--- src/rtl/load_store_unit.sv ---
`default_nettype none
// ============================================================================
// load_store_unit : RV32I data-memory front end (word address, byte lanes,
//                   lane-shifted store data, load sign/zero extension).
// Option macro   : LSU_MISALIGNED_SPLIT_EN (split word-crossing accesses)
// Revision       : 1.0
// ============================================================================
module load_store_unit #(
  parameter int ADDR_WIDTH = 31,
  parameter int DATA_WIDTH = 31
) (
  input  logic                clk,
  input  logic                rst,
  input  logic                clk_en,
  input  logic                i_valid,
  output logic                o_ready,
  input  logic                i_is_store,
  input  logic [2:0]          i_funct3,
  input  logic [31:0]         i_addr,
  input  logic [31:0]         i_wdata,
  output logic                o_done,
  output logic [31:0]         o_rdata,
  output logic                o_misaligned,
  output logic                o_illegal,
  output logic                o_read_req,
  output logic [ADDR_WIDTH:0] o_read_addr,
  input  logic [DATA_WIDTH:0] i_read_data,
  output logic                o_write_enable,
  output logic [3:0]          o_byte_enable,
  output logic [ADDR_WIDTH:0] o_write_addr,
  output logic [DATA_WIDTH:0] o_write_data
);

  typedef enum logic [1:0] {S_IDLE, S_ACCESS, S_ACCESS2, S_DONE} state_t;
  typedef logic [ADDR_WIDTH:0] waddr_t;

  state_t      state_q, state_d;
  logic [31:0] addr_q, addr_d;
  logic [31:0] wdata_q, wdata_d;
  logic [2:0]  funct3_q, funct3_d;
  logic        store_q, store_d;
  logic        split_q, split_d;
  logic [31:0] lo_q, lo_d;
  logic [31:0] rdata_q, rdata_d;
  logic        mis_q, mis_d;
  logic        ill_q, ill_d;

  logic        req_illegal, req_misaligned, req_split;
  logic [3:0]  mask;
  logic [7:0]  be_wide;
  logic [63:0] wdata_wide;
  waddr_t      index;

  function automatic logic [31:0] extend_load(input logic [63:0] pair,
                                              input logic [1:0]  off,
                                              input logic [2:0]  f3);
    logic [31:0] sh;
    sh = 32'(pair >> {off, 3'b000});
    case (f3)
      3'b000:  extend_load = {{24{sh[7]}}, sh[7:0]};
      3'b100:  extend_load = {24'b0, sh[7:0]};
      3'b001:  extend_load = {{16{sh[15]}}, sh[15:0]};
      3'b101:  extend_load = {16'b0, sh[15:0]};
      default: extend_load = sh;
    endcase
  endfunction

  // Request classification, evaluated on the incoming fields at acceptance.
  always_comb begin
    if (i_is_store) req_illegal = (i_funct3 > 3'd2);
    else            req_illegal = (i_funct3 == 3'd3) || (i_funct3 > 3'd5);
`ifdef LSU_MISALIGNED_SPLIT_EN
    req_misaligned = 1'b0;
    req_split      = ((i_funct3[1:0] == 2'd1) && (i_addr[1:0] == 2'd3)) ||
                     ((i_funct3[1:0] == 2'd2) && (i_addr[1:0] != 2'd0));
`else
    req_misaligned = ((i_funct3[1:0] == 2'd1) && i_addr[0]) ||
                     ((i_funct3[1:0] == 2'd2) && (i_addr[1:0] != 2'd0));
    req_split      = 1'b0;
`endif
    if (req_illegal) begin
      req_misaligned = 1'b0;
      req_split      = 1'b0;
    end
  end

  always_comb begin
    case (funct3_q[1:0])
      2'd0:    mask = 4'b0001;
      2'd1:    mask = 4'b0011;
      default: mask = 4'b1111;
    endcase
    be_wide    = {4'b0000, mask} << addr_q[1:0];
    wdata_wide = {32'b0, wdata_q} << {addr_q[1:0], 3'b000};
    index      = waddr_t'(addr_q[31:2]);
  end

  always_comb begin
    state_d  = state_q;
    addr_d   = addr_q;
    wdata_d  = wdata_q;
    funct3_d = funct3_q;
    store_d  = store_q;
    split_d  = split_q;
    lo_d     = lo_q;
    rdata_d  = rdata_q;
    mis_d    = mis_q;
    ill_d    = ill_q;
    if (clk_en) begin
      case (state_q)
        S_IDLE: if (i_valid) begin
          addr_d   = i_addr;
          wdata_d  = i_wdata;
          funct3_d = i_funct3;
          store_d  = i_is_store;
          split_d  = req_split;
          mis_d    = req_misaligned;
          ill_d    = req_illegal;
          state_d  = (req_illegal || req_misaligned) ? S_DONE : S_ACCESS;
        end
        S_ACCESS: begin
          if (!store_q) begin
            if (split_q) lo_d = i_read_data[31:0];
            else         rdata_d = extend_load({32'b0, i_read_data[31:0]}, addr_q[1:0], funct3_q);
          end
          state_d = split_q ? S_ACCESS2 : S_DONE;
        end
        S_ACCESS2: begin
          if (!store_q) rdata_d = extend_load({i_read_data[31:0], lo_q}, addr_q[1:0], funct3_q);
          state_d = S_DONE;
        end
        default: begin
          mis_d   = 1'b0;
          ill_d   = 1'b0;
          state_d = S_IDLE;
        end
      endcase
    end
  end

  always_ff @(posedge clk or negedge rst) begin
    if (!rst) begin
      state_q  <= S_IDLE;
      addr_q   <= '0;
      wdata_q  <= '0;
      funct3_q <= '0;
      store_q  <= 1'b0;
      split_q  <= 1'b0;
      lo_q     <= '0;
      rdata_q  <= '0;
      mis_q    <= 1'b0;
      ill_q    <= 1'b0;
    end else begin
      state_q  <= state_d;
      addr_q   <= addr_d;
      wdata_q  <= wdata_d;
      funct3_q <= funct3_d;
      store_q  <= store_d;
      split_q  <= split_d;
      lo_q     <= lo_d;
      rdata_q  <= rdata_d;
      mis_q    <= mis_d;
      ill_q    <= ill_d;
    end
  end

  // Strobes decode straight from state so they collapse as soon as rst falls.
  always_comb begin
    o_ready        = rst && (state_q == S_IDLE);
    o_done         = (state_q == S_DONE);
    o_rdata        = rdata_q;
    o_misaligned   = mis_q;
    o_illegal      = ill_q;
    o_read_req     = 1'b0;
    o_write_enable = 1'b0;
    o_byte_enable  = 4'b0000;
    o_read_addr    = '0;
    o_write_addr   = '0;
    o_write_data   = '0;
    if (state_q == S_ACCESS) begin
      o_read_req     = !store_q;
      o_write_enable = store_q;
      o_byte_enable  = be_wide[3:0];
      o_read_addr    = index;
      o_write_addr   = index;
      o_write_data   = wdata_wide[31:0];
    end else if (state_q == S_ACCESS2) begin
      o_read_req     = !store_q;
      o_write_enable = store_q;
      o_byte_enable  = be_wide[7:4];
      o_read_addr    = index + 1'b1;
      o_write_addr   = index + 1'b1;
      o_write_data   = wdata_wide[63:32];
    end
  end

endmodule
`default_nettype wire

--- config.mk ---
export PLATFORM = sky130hd
export DESIGN_NAME = load_store_unit
export DESIGN_NICKNAME = d
export VERILOG_FILES = /design/src/rtl/load_store_unit.sv
export SDC_FILE = /design/constraint.sdc
export NUM_CORES = 1
export LEC_CHECK = 0
export ABC_AREA = 1
export CAP_MARGIN = 10
export CORE_MARGIN = 3
export CORE_UTILIZATION = 45
export CTS_CLUSTER_DIAMETER = 200
export DETAILED_ROUTE_END_ITERATION = 12
export GPL_TIMING_DRIVEN = 0
export HOLD_SLACK_MARGIN = 0.15
export PLACE_DENSITY = 0.79
export REMOVE_ABC_BUFFERS = 1
export SYNTH_ARGS = -nofsm -noshare
export SYNTH_HDL_FRONTEND = slang
export SYNTH_SLANG_ARGS = --single-unit
--- constraint.sdc ---
create_clock -name clk -period 3.8 [get_ports clk]
set_input_delay 1.14 -clock clk [delete_from_list [all_inputs] [get_ports clk]]
set_output_delay 1.14 -clock clk [all_outputs]
set_load 0.005 [all_outputs]
==> impl_metrics.csv, run 1 <==
group,metric,value,unit
floorplan,coreArea,15500,um2
detailed_routing,vias,8007,
finish,n_antenna_cell,0,
clock_tree,cts_tree,"yes",
global_routing,overflow,0,
global_routing,grt_usage,27.2,%
synth,synth_area,7290,um2
detailed_routing,dr.pass1.iters,5,
clock_tree,cts_root_buffer,"clkbuf_16",
run_status,outcome,"completed",
worst_setup_path,crit_type,"reg2out",
floorplan,fp.dieW,133,um
detailed_routing,drtIter0Drc,744,
placed_design,placed_area,9510,um2
synth,syn-mean-instance-area,6.84,um2
sta,finClkSkew,0.00809,ns
hold_path,hold_path_class,"reg2reg",
clock_tree,clk-insertion-delay-late,0.35,ns
pwr,p_leak,0.00461,uW
worst_setup_path,cp-start-kind,"register",
sta,setup_viol,0,
synth,ys_seq_area_share,35.7,%
pwr,powerDensity,829,nW/um2
worst_setup_path,worstPathMaxFanout,14,
clock_tree,cts_hold_buf,0,
floorplan,ios,242,
pwr,ir_drop,0.408,mV
sta,tns,0,ns
detailed_routing,ant_nets,0,
placed_design,post-dp-hpwl,17500,um
worst_setup_path,arrival,2.50,ns
synth,ys.warnings.count,0,
detailed_routing,drc,0,
clock_tree,ctsLongestPathBuffers,2,
worst_setup_path,required,2.66,ns
finish,syn_to_final_growth,37.4,%
sta,min_period,3.64,ns
job,cap_viol_max_count,0,
synth,ys_types,42,
global_routing,grt_pass1_wl,39300,um
floorplan,fp-row-count,45,
placed_design,portBuffers,239,
sta,relSlewSlack,31.2,%
sta,rsz0062_at_grt,"false",
floorplan,die_h,133,um
global_routing,grt_max_degree,74,
placed_design,place_congestion,0.969,
clock_tree,cts.clk_slew.worst_paths,0.07,ns
finish,post-route-util,64.5,%
global_routing,antenna_found_initial,0,
clock_tree,numCtsBuffers,9,
floorplan,start_util,46.9,%
sta,setup_ws,0.164,ns
finish,drive_above_1_share,7.80,%
placed_design,detailedPlace.worstSlack,-0.727,ns
sta,post-route-period-util,95.7,%
clock_tree,htreeDepth,3,
sta,worst_pin_slew,1.03,ns
synth,synthCells,1067,
clock_tree,clock_sinks,104,
sta,max_freq,0.275,GHz
detailed_routing,wl_per_cell,16.7,um
sta,drv_slew,0,
synth,ys_ff_latch,104,
sta,whs,0.480,ns
finish,finalNetCount,1361,
detailed_routing,vias_per_cell,5.46,
detailed_routing,drt-total-wl,24500,um
finish,final_cell_area,10000,um2
floorplan,die-area,17800,um2
worst_setup_path,crit_path_end_kind,"output pin",
global_routing,grt_pass1_vias,7820,
sta,hold_viol_final,0,
==> synth_stat cells, drive strengths merged <==
| master | count | share of area [%] |
|---|---|---|
| ha | 5 | 0.86 |
| conb | 1 | 0.051 |
| clkinv | 2 | 0.10 |
| nand2 | 281 | 15 |
| mux2 | 27 | 4.2 |
| xor2 | 1 | 0.12 |
| a21oi | 88 | 6.0 |
| or3 | 1 | 0.086 |
| mux2i | 2 | 0.27 |
| o21a | 2 | 0.21 |
| o21bai | 1 | 0.10 |
| o211ai | 2 | 0.39 |
| o221ai | 9 | 1.1 |
| buf | 71 | 6.6 |
| nor3 | 7 | 0.55 |
| a22o | 1 | 0.12 |
| nor2 | 137 | 7.4 |
| dfrtp | 104 | 36 |
| and2 | 1 | 0.086 |
| nand4 | 15 | 1.3 |
| a22oi | 8 | 0.82 |
| clkbuf | 15 | 0.79 |
| and3 | 1 | 0.086 |
| o41ai | 1 | 0.12 |
| nand3 | 55 | 3.8 |
| inv | 99 | 5.1 |
| o22ai | 20 | 1.7 |
| o21ai | 104 | 7.2 |
| a31oi | 6 | 0.51 |
==> timing repair <==
action,CTS,global route
gates resized for setup,15,10
setup endpoints to repair,101,49
pin swaps,3,3
buffers inserted,10,7
==> final cells by class <==
cell class / instances / area [um2]
Multi-Input combinational cell: 777 / 3860
Tap cell: 211 / 264
Clock inverter: 6 / 43.8
Inverter: 101 / 393
Clock buffer: 9 / 225
Sequential cell: 104 / 2610
Fill cell: 1414 / 5520
Timing Repair Buffer: 259 / 2630
==> critical path, stage by stage (launching register included) <==
cell and delay [ns]:
dfrtp_1 0.43, ha_4 0.23, inv_8 0.13, nand4_1 0.17
nor2_4 0.24, nand2_1 0.10, nand2_1 0.08, o21ai_0 0.08
o21ai_0 0.13, inv_1 0.09, clkdlybuf4s50_1 0.46
==> registers in the layout, summed over array words and instances, names as in the netlist <==
signal	count
addr_q	32
funct3_q	3
o_illegal	1
o_misaligned	1
o_rdata	32
state_q	2
store_q	1
wdata_q	32
==> layout by cell type (no fill, tap or decap), types with 2 or more instances in the layout <==
cell and count:
nand2_1 277, clkdlybuf4s50_1 238, nor2_1 126, dfrtp_1 102, o21ai_0 97, inv_1 90, a21oi_1 88, nand3_1 53
mux2_2 27, o22ai_1 20, nand4_1 15, buf_4 15, o221ai_1 9, clkbuf_16 9, a22oi_1 8, nor2_2 6
nor3_1 6, inv_2 6, a31oi_1 6, nor2_4 5, o21ai_1 5, nand2_2 3, buf_16 3, clkinvlp_4 2
o21a_1 2, mux2i_1 2, clkinv_1 2, o21ai_2 2, ha_1 2, ha_4 2, conb_1 2, clkinv_2 2
inv_6 2, buf_12 2
==> worst paths after layout <==
check	start	to	slack [ns]	depth (start not counted)
min reg2reg	o_rdata[18]	o_rdata[18]	0.48	2
max reg2reg	state_q[0]	o_rdata[7]	1.10	10
max in group asynchronous	rst	addr_q[0]	2.47	2
min in group asynchronous	rst	wdata_q[0]	0.69	1
min	o_rdata[18]	o_rdata[18]	0.48	2
max	state_q[0]	o_write_addr[8]	0.16	10
==> where the power goes <==
group	switching [uW]	internal (uW)	total (uW)
clock	444	445	890
combinational	2700	2580	5280
sequential	524	1620	2150
==> cell families (layout without fill, tap and decap cells) <==
group,count (synthesis),count (layout),synth area share (%)
AOI/OAI and AO/OA,242,242,18.4
xor gates and xnor gates,1,1,0.120
adders and majority gates,5,5,0.858
buffers and inverters,187,375,12.6
DFF,104,104,35.7
muxes,29,29,4.44
other,1,2,0.0514
and+or+nand+nor,498,498,27.9
==> routing by layer <==
layer  global-route usage, %  vias to the layer above  wire [um]
met2                    44.4                      397      11500
met1                    34.3                     3704       9770
met5                       0                        -          0
li1                        -                     3850          -
met4                    10.1                        0        733
met3                    8.08                       56       2480
==> metrics by stage <==
step / total power (uW) / cells
2_1_floorplan: 4510 / 982
3_3_place_gp: 6980 / 1432
3_5_place_dp: 7110 / 1435
4_1_cts: 8220 / 1460
5_1_grt: 9000 / 1467
6_report: 8310 / 1467
No activity file was read; power rests on OpenSTA's default activity.
==> inputs of run 2 (changes only) <==
Settings changed: CELL_PAD_IN_SITES_DETAIL_PLACEMENT set to 1, CELL_PAD_IN_SITES_GLOBAL_PLACEMENT set to 1, CORE_UTILIZATION 45 to 35, PLACE_DENSITY 0.79 to 0.87, SKIP_CTS_REPAIR_TIMING set to 1.
==> run 2 against run 1 <==
Against the previous run:
- worst hold slack lost 0.00091 ns
- clock-buffer cell count grew 2
- die area grew 27%
- sequential power is essentially flat
- critical path type unchanged
- largest cell class unchanged
==> impl_metrics.csv, run 2 (same netlist as run 1, synthesis figures left out) <==
group,metric,value,unit
run_status,outcome,"completed",
worst_setup_path,crit_path_end_kind,"output pin",
finish,final_cell_mix,"277 x nand2_1, 236 x clkdlybuf4s50_1, 123 x nor2_1",
clock_tree,cts.clk_slew.worst_paths,0.08,ns
sta,relSlewSlack,31.5,%
global_routing,grt_usage,24.0,%
worst_setup_path,crit_family,"simple AND/OR/NAND/NOR gates",
floorplan,fp-row-count,52,
detailed_routing,drtIter0Drc,459,
worst_setup_path,r2r_setup_slack,1.08,ns
finish,post-route-util,50.2,%
pwr,p_leak,0.00468,uW
detailed_routing,drt-met1-wl,12100,um
worst_setup_path,rr_startpoint,"state_q[1]",
worst_setup_path,arrival,2.59,ns
sta,post-route-period-util,98.3,%
sta,min_period,3.73,ns
pwr,ir_drop,0.329,mV
floorplan,die_h,150,um
floorplan,coreArea,20400,um2
worst_setup_path,required,2.66,ns
detailed_routing,wl_per_cell,18.6,um
clock_tree,cts_tree,"yes",
finish,drive_above_1_share,8.70,%
global_routing,grt_pass1_vias,8346,
finish,syn_to_final_growth,40.2,%
detailed_routing,ant_nets,0,
worst_setup_path,crit_cells,10,
detailed_routing,drt-total-wl,28600,um
sta,worst_pin_slew,1.03,ns
hold_path,hold_path_class,"reg2reg",
floorplan,ios,242,
detailed_routing,wl_met3,1730,um
job,cap_viol_max_count,0,
placed_design,place_congestion,0.884,
worst_setup_path,path_buf_inv,3,
detailed_routing,drc,0,
detailed_routing,vias_per_cell,5.33,
detailed_routing,highest_layer,"met4",
floorplan,die-area,22600,um2
clock_tree,clk-insertion-delay-late,0.36,ns
finish,instances_no_fill,1535,
worst_setup_path,cp-startpoint,"state_q[1]",
clock_tree,numCtsBuffers,9,
clock_tree,ctsLongestPathBuffers,2,
worst_setup_path,path_cells,"inv_2, ha_4, clkinv_8, nand4_1, nor2_4, nand4_1, nand2_1, nand2_1, nor2_2, clkdlybuf4s50_1",
placed_design,portBuffers,239,
worst_setup_path,slowest_delay,0.52,ns
worst_setup_path,worstPathMaxFanout,14,
placed_design,place_inst,1494,
finish,multiInputGateArea,3870,um2
worst_setup_path,cp_slowest_cell,"clkdlybuf4s50_1",
global_routing,overflow,0,
global_routing,antenna_found_initial,0,
worst_setup_path,worst_r2r_path_depth,10,
floorplan,fp.dieW,150,um
global_routing,grt_max_degree,108,
sta,setup_viol,0,
worst_setup_path,r2r-end,"o_rdata[7]",
placed_design,post-dp-hpwl,20300,um
worst_setup_path,crit_type,"reg2out",
sta,drv_slew,0,
worst_setup_path,cp-start-kind,"register",
finish,layout.cells.most_common,"nand2_1",
finish,layout.area.seq,2610,um2
sta,max_freq,0.268,GHz
clock_tree,htreeDepth,3,
sta,tns,0,ns
detailed_routing,dr.pass1.iters,5,
detailed_routing,wl_met2,14200,um
worst_setup_path,crit_end,"o_read_addr[18]",
finish,n_antenna_cell,0,
pwr,p_total,8650,uW
detailed_routing,vias,8181,
sta,hold_viol_final,0,
clock_tree,clock_sinks,104,
finish,finalNetCount,1369,
clock_tree,cts_root_buffer,"clkbuf_16",
global_routing,grt_pass1_wl,43400,um
floorplan,start_util,35.8,%
pwr,powerDensity,846,nW/um2
sta,finClkSkew,0.0116,ns
finish,fill_cells,2558,
run 2: cell count changes in the layout (fill, tap and decap cells not counted), moves of 2 or more:
cell / change
inv_4: +2
dlymetal6s2s_1: +2
nor2_1: -3
clkdlybuf4s50_1: -2
buf_4: +5
nor2_2: +2
clkbuf_1: +2
clkbuf_4: +2
inv_6: -2
run 2: worst min-delay path by stage:
stage / end / cells after the start / slack [ns] / from
finish: o_rdata[18] / 2 / 0.48 / o_rdata[18]
global route: o_rdata[21] / 2 / 0.50 / o_rdata[21]
CTS: o_rdata[18] / 2 / 0.49 / o_rdata[18]
detailed placement: o_rdata[18] / 2 / 0.46 / o_rdata[18]
global placement: o_rdata[18] / 2 / 0.46 / o_rdata[18]
floorplan: o_rdata[16] / 2 / 0.47 / o_rdata[16]
run 2: layout make-up:
type | count | area share [%]
multi-input combinational | 777 | 37.9
timing repair buffer | 267 | 26.5
sequential | 104 | 25.5
inverter | 101 | 3.94
tap | 270 | 3.30
clock buffer | 11 | 2.28
clock inverter | 5 | 0.575
run 2: through the flow:
step	area (um2)	worst slack, ns	hold WS [ns]
2_1_floorplan	6760	-0.0499	0.472
3_3_place_gp	9490	-3.45	0.463
3_5_place_dp	9590	-0.822	0.464
4_1_cts	9880	-1.23	0.486
5_1_grt	10200	-0.0295	0.501
6_report	10200	0.0650	0.479
run 2: where the power goes:
part	internal, uW	total (uW)	leakage [uW]	switching [uW]
combinational	2640	5540	0.00333	2900
clock	513	956	0.000136	443
sequential	1620	2150	0.00122	529
total	4780	8650	0.00468	3880
run 2: worst register-to-register path: cells and delay by family, from the launching register on:
kind | cells | cell delay, ns
AO/OA/AOI/OAI | 1 | 0.31
adder cells (fa/ha/maj) | 1 | 0.23
buffers and inverters | 5 | 1.01
flip-flops | 1 | 0.39
AND/OR/NAND/NOR | 3 | 0.68
run 2: layer usage:
metal	GRT usage (%)	vias to the layer above
met2	41.8	254
met5	0	-
li1	-	3848
met3	4.67	45
met4	5.95	0
met1	30.7	4034
==> inputs of run 3 (changes only) <==
Settings changed: SLEW_MARGIN set to 25.
==> run 3 against run 2 <==
Against the previous run:
- combinational power is essentially flat
- design area is essentially flat
- utilization is essentially flat
- largest cell class unchanged
- worst hold slack lost 0.0022 ns
- clock-buffer cell count grew 1
- sequential share of layout area is essentially flat
- clock skew shrank 0.0052 ns
- critical path depth is the same
- die area is the same
==> impl_metrics.csv, run 3 (same netlist as run 1, synthesis figures left out) <==
group,metric,value,unit
finish,finalNetCount,1368,
finish,n_antenna_cell,0,
hold_path,hold_path_class,"reg2reg",
placed_design,place_inst,1495,
detailed_routing,drtIter0Drc,374,
global_routing,antenna_found_initial,0,
floorplan,start_util,35.8,%
detailed_routing,ant_nets,0,
detailed_routing,drt-total-wl,28400,um
sta,setup_viol,0,
sta,rsz0062_at_grt,"true",
detailed_routing,drc,0,
clock_tree,ctsLongestPathBuffers,2,
placed_design,post-dp-hpwl,20400,um
global_routing,grt_pass1_wl,42800,um
global_routing,grt_usage,23.8,%
clock_tree,clock_sinks,104,
job,cap_viol_max_count,0,
global_routing,grt_max_degree,65,
pwr,powerDensity,844,nW/um2
clock_tree,cts_tree,"yes",
worst_setup_path,cp-start-kind,"register",
clock_tree,htreeDepth,3,
finish,layout.cells.most_common,"nand2_1",
floorplan,fp.dieW,150,um
floorplan,ios,242,
sta,finClkSkew,0.00643,ns
placed_design,place_congestion,0.884,
worst_setup_path,required,2.66,ns
detailed_routing,vias,8143,
sta,min_period,3.76,ns
finish,post-route-util,50.2,%
clock_tree,cts.clk_slew.worst_paths,0.08,ns
floorplan,coreArea,20400,um2
sta,post-route-period-util,98.9,%
detailed_routing,dr.pass1.iters,8,
worst_setup_path,arrival,2.62,ns
clock_tree,numCtsBuffers,9,
worst_setup_path,crit_type,"reg2out",
clock_tree,clk-insertion-delay-late,0.35,ns
finish,syn_to_final_growth,40.2,%
run_status,outcome,"completed",
floorplan,fp-row-count,52,
finish,drive_above_1_share,9.10,%
floorplan,die_h,150,um
sta,drv_slew,0,
pwr,ir_drop,0.345,mV
sta,hold_viol_final,0,
sta,relSlewSlack,31.4,%
clock_tree,cts_root_buffer,"clkbuf_16",
sta,worst_pin_slew,1.03,ns
sta,max_freq,0.266,GHz
finish,final_cell_area,10200,um2
worst_setup_path,crit_path_end_kind,"output pin",
pwr,p_leak,0.00472,uW
finish,instances_no_fill,1534,
worst_setup_path,worstPathMaxFanout,14,
global_routing,grt_pass1_vias,8263,
pwr,p_total,8640,uW
sta,whs,0.477,ns
detailed_routing,vias_per_cell,5.31,
detailed_routing,wl_per_cell,18.5,um
finish,final_cell_mix,"274 x nand2_1, 233 x clkdlybuf4s50_1, 123 x nor2_1",
global_routing,overflow,0,
floorplan,die-area,22600,um2
placed_design,placed_area,9600,um2
placed_design,portBuffers,239,
-- run 3: final cells by class --
type | instances | area (um2)
clock buffers | 12 | 236
inverters | 101 | 403
repair buffers | 266 | 2680
well taps | 270 | 338
flip-flops and latches | 104 | 2610
multi-input cells | 777 | 3910
fillers | 2579 | 10100
clock inverters | 4 | 55.1
-- run 3: worst max-delay path, stage by stage, from the launching register on --
cell and delay, ns:
dfrtp_1 0.39, inv_2 0.08, ha_4 0.24, clkinv_8 0.11, nand4_1 0.17, nor2_4 0.30, nand4_1 0.18, nand2_1 0.10
nand2_1 0.07, nor2_2 0.10, clkdlybuf4s50_1 0.51
-- run 3: path summary, 6_finish.rpt --
| check | startpoint | slack, ns | end | depth (start not counted) |
|---|---|---|---|---|
| max in group asynchronous | rst | 2.39 | wdata_q[11] | 2 |
| max | state_q[1] | 0.04 | o_read_addr[18] | 10 |
| max reg2reg | state_q[1] | 0.81 | o_rdata[7] | 9 |
| min | o_rdata[18] | 0.48 | o_rdata[18] | 2 |
| min in group asynchronous | rst | 0.70 | o_rdata[25] | 1 |
| min reg2reg | o_rdata[18] | 0.48 | o_rdata[18] | 2 |
-- run 3: routing by layer --
| metal | up-vias | global-route usage, % | share of wire, % |
|---|---|---|---|
| met1 | 4008 | 30.3 | 43 |
| met5 | - | 0 | 0 |
| li1 | 3857 | - | - |
| met2 | 243 | 41.3 | 50 |
| met4 | 0 | 6.18 | 1.7 |
| met3 | 35 | 4.82 | 6.1 |
-- run 3: metrics by stage --
stage               setup WS, ns  TNS (ns)
floorplan                -0.0499   -0.0499
global placement           -3.45   -403.47
global route             -0.0722    -0.748
detailed placement        -0.514    -16.39
CTS                       -0.928    -49.48
finish                    0.0435         0
-- run 3: power breakdown --
part           leakage (uW)  internal, uW  switching [uW]
sequential          0.00122          1620             539
clock              0.000137           516             448
combinational       0.00336          2610            2900
total               0.00472          4750            3880
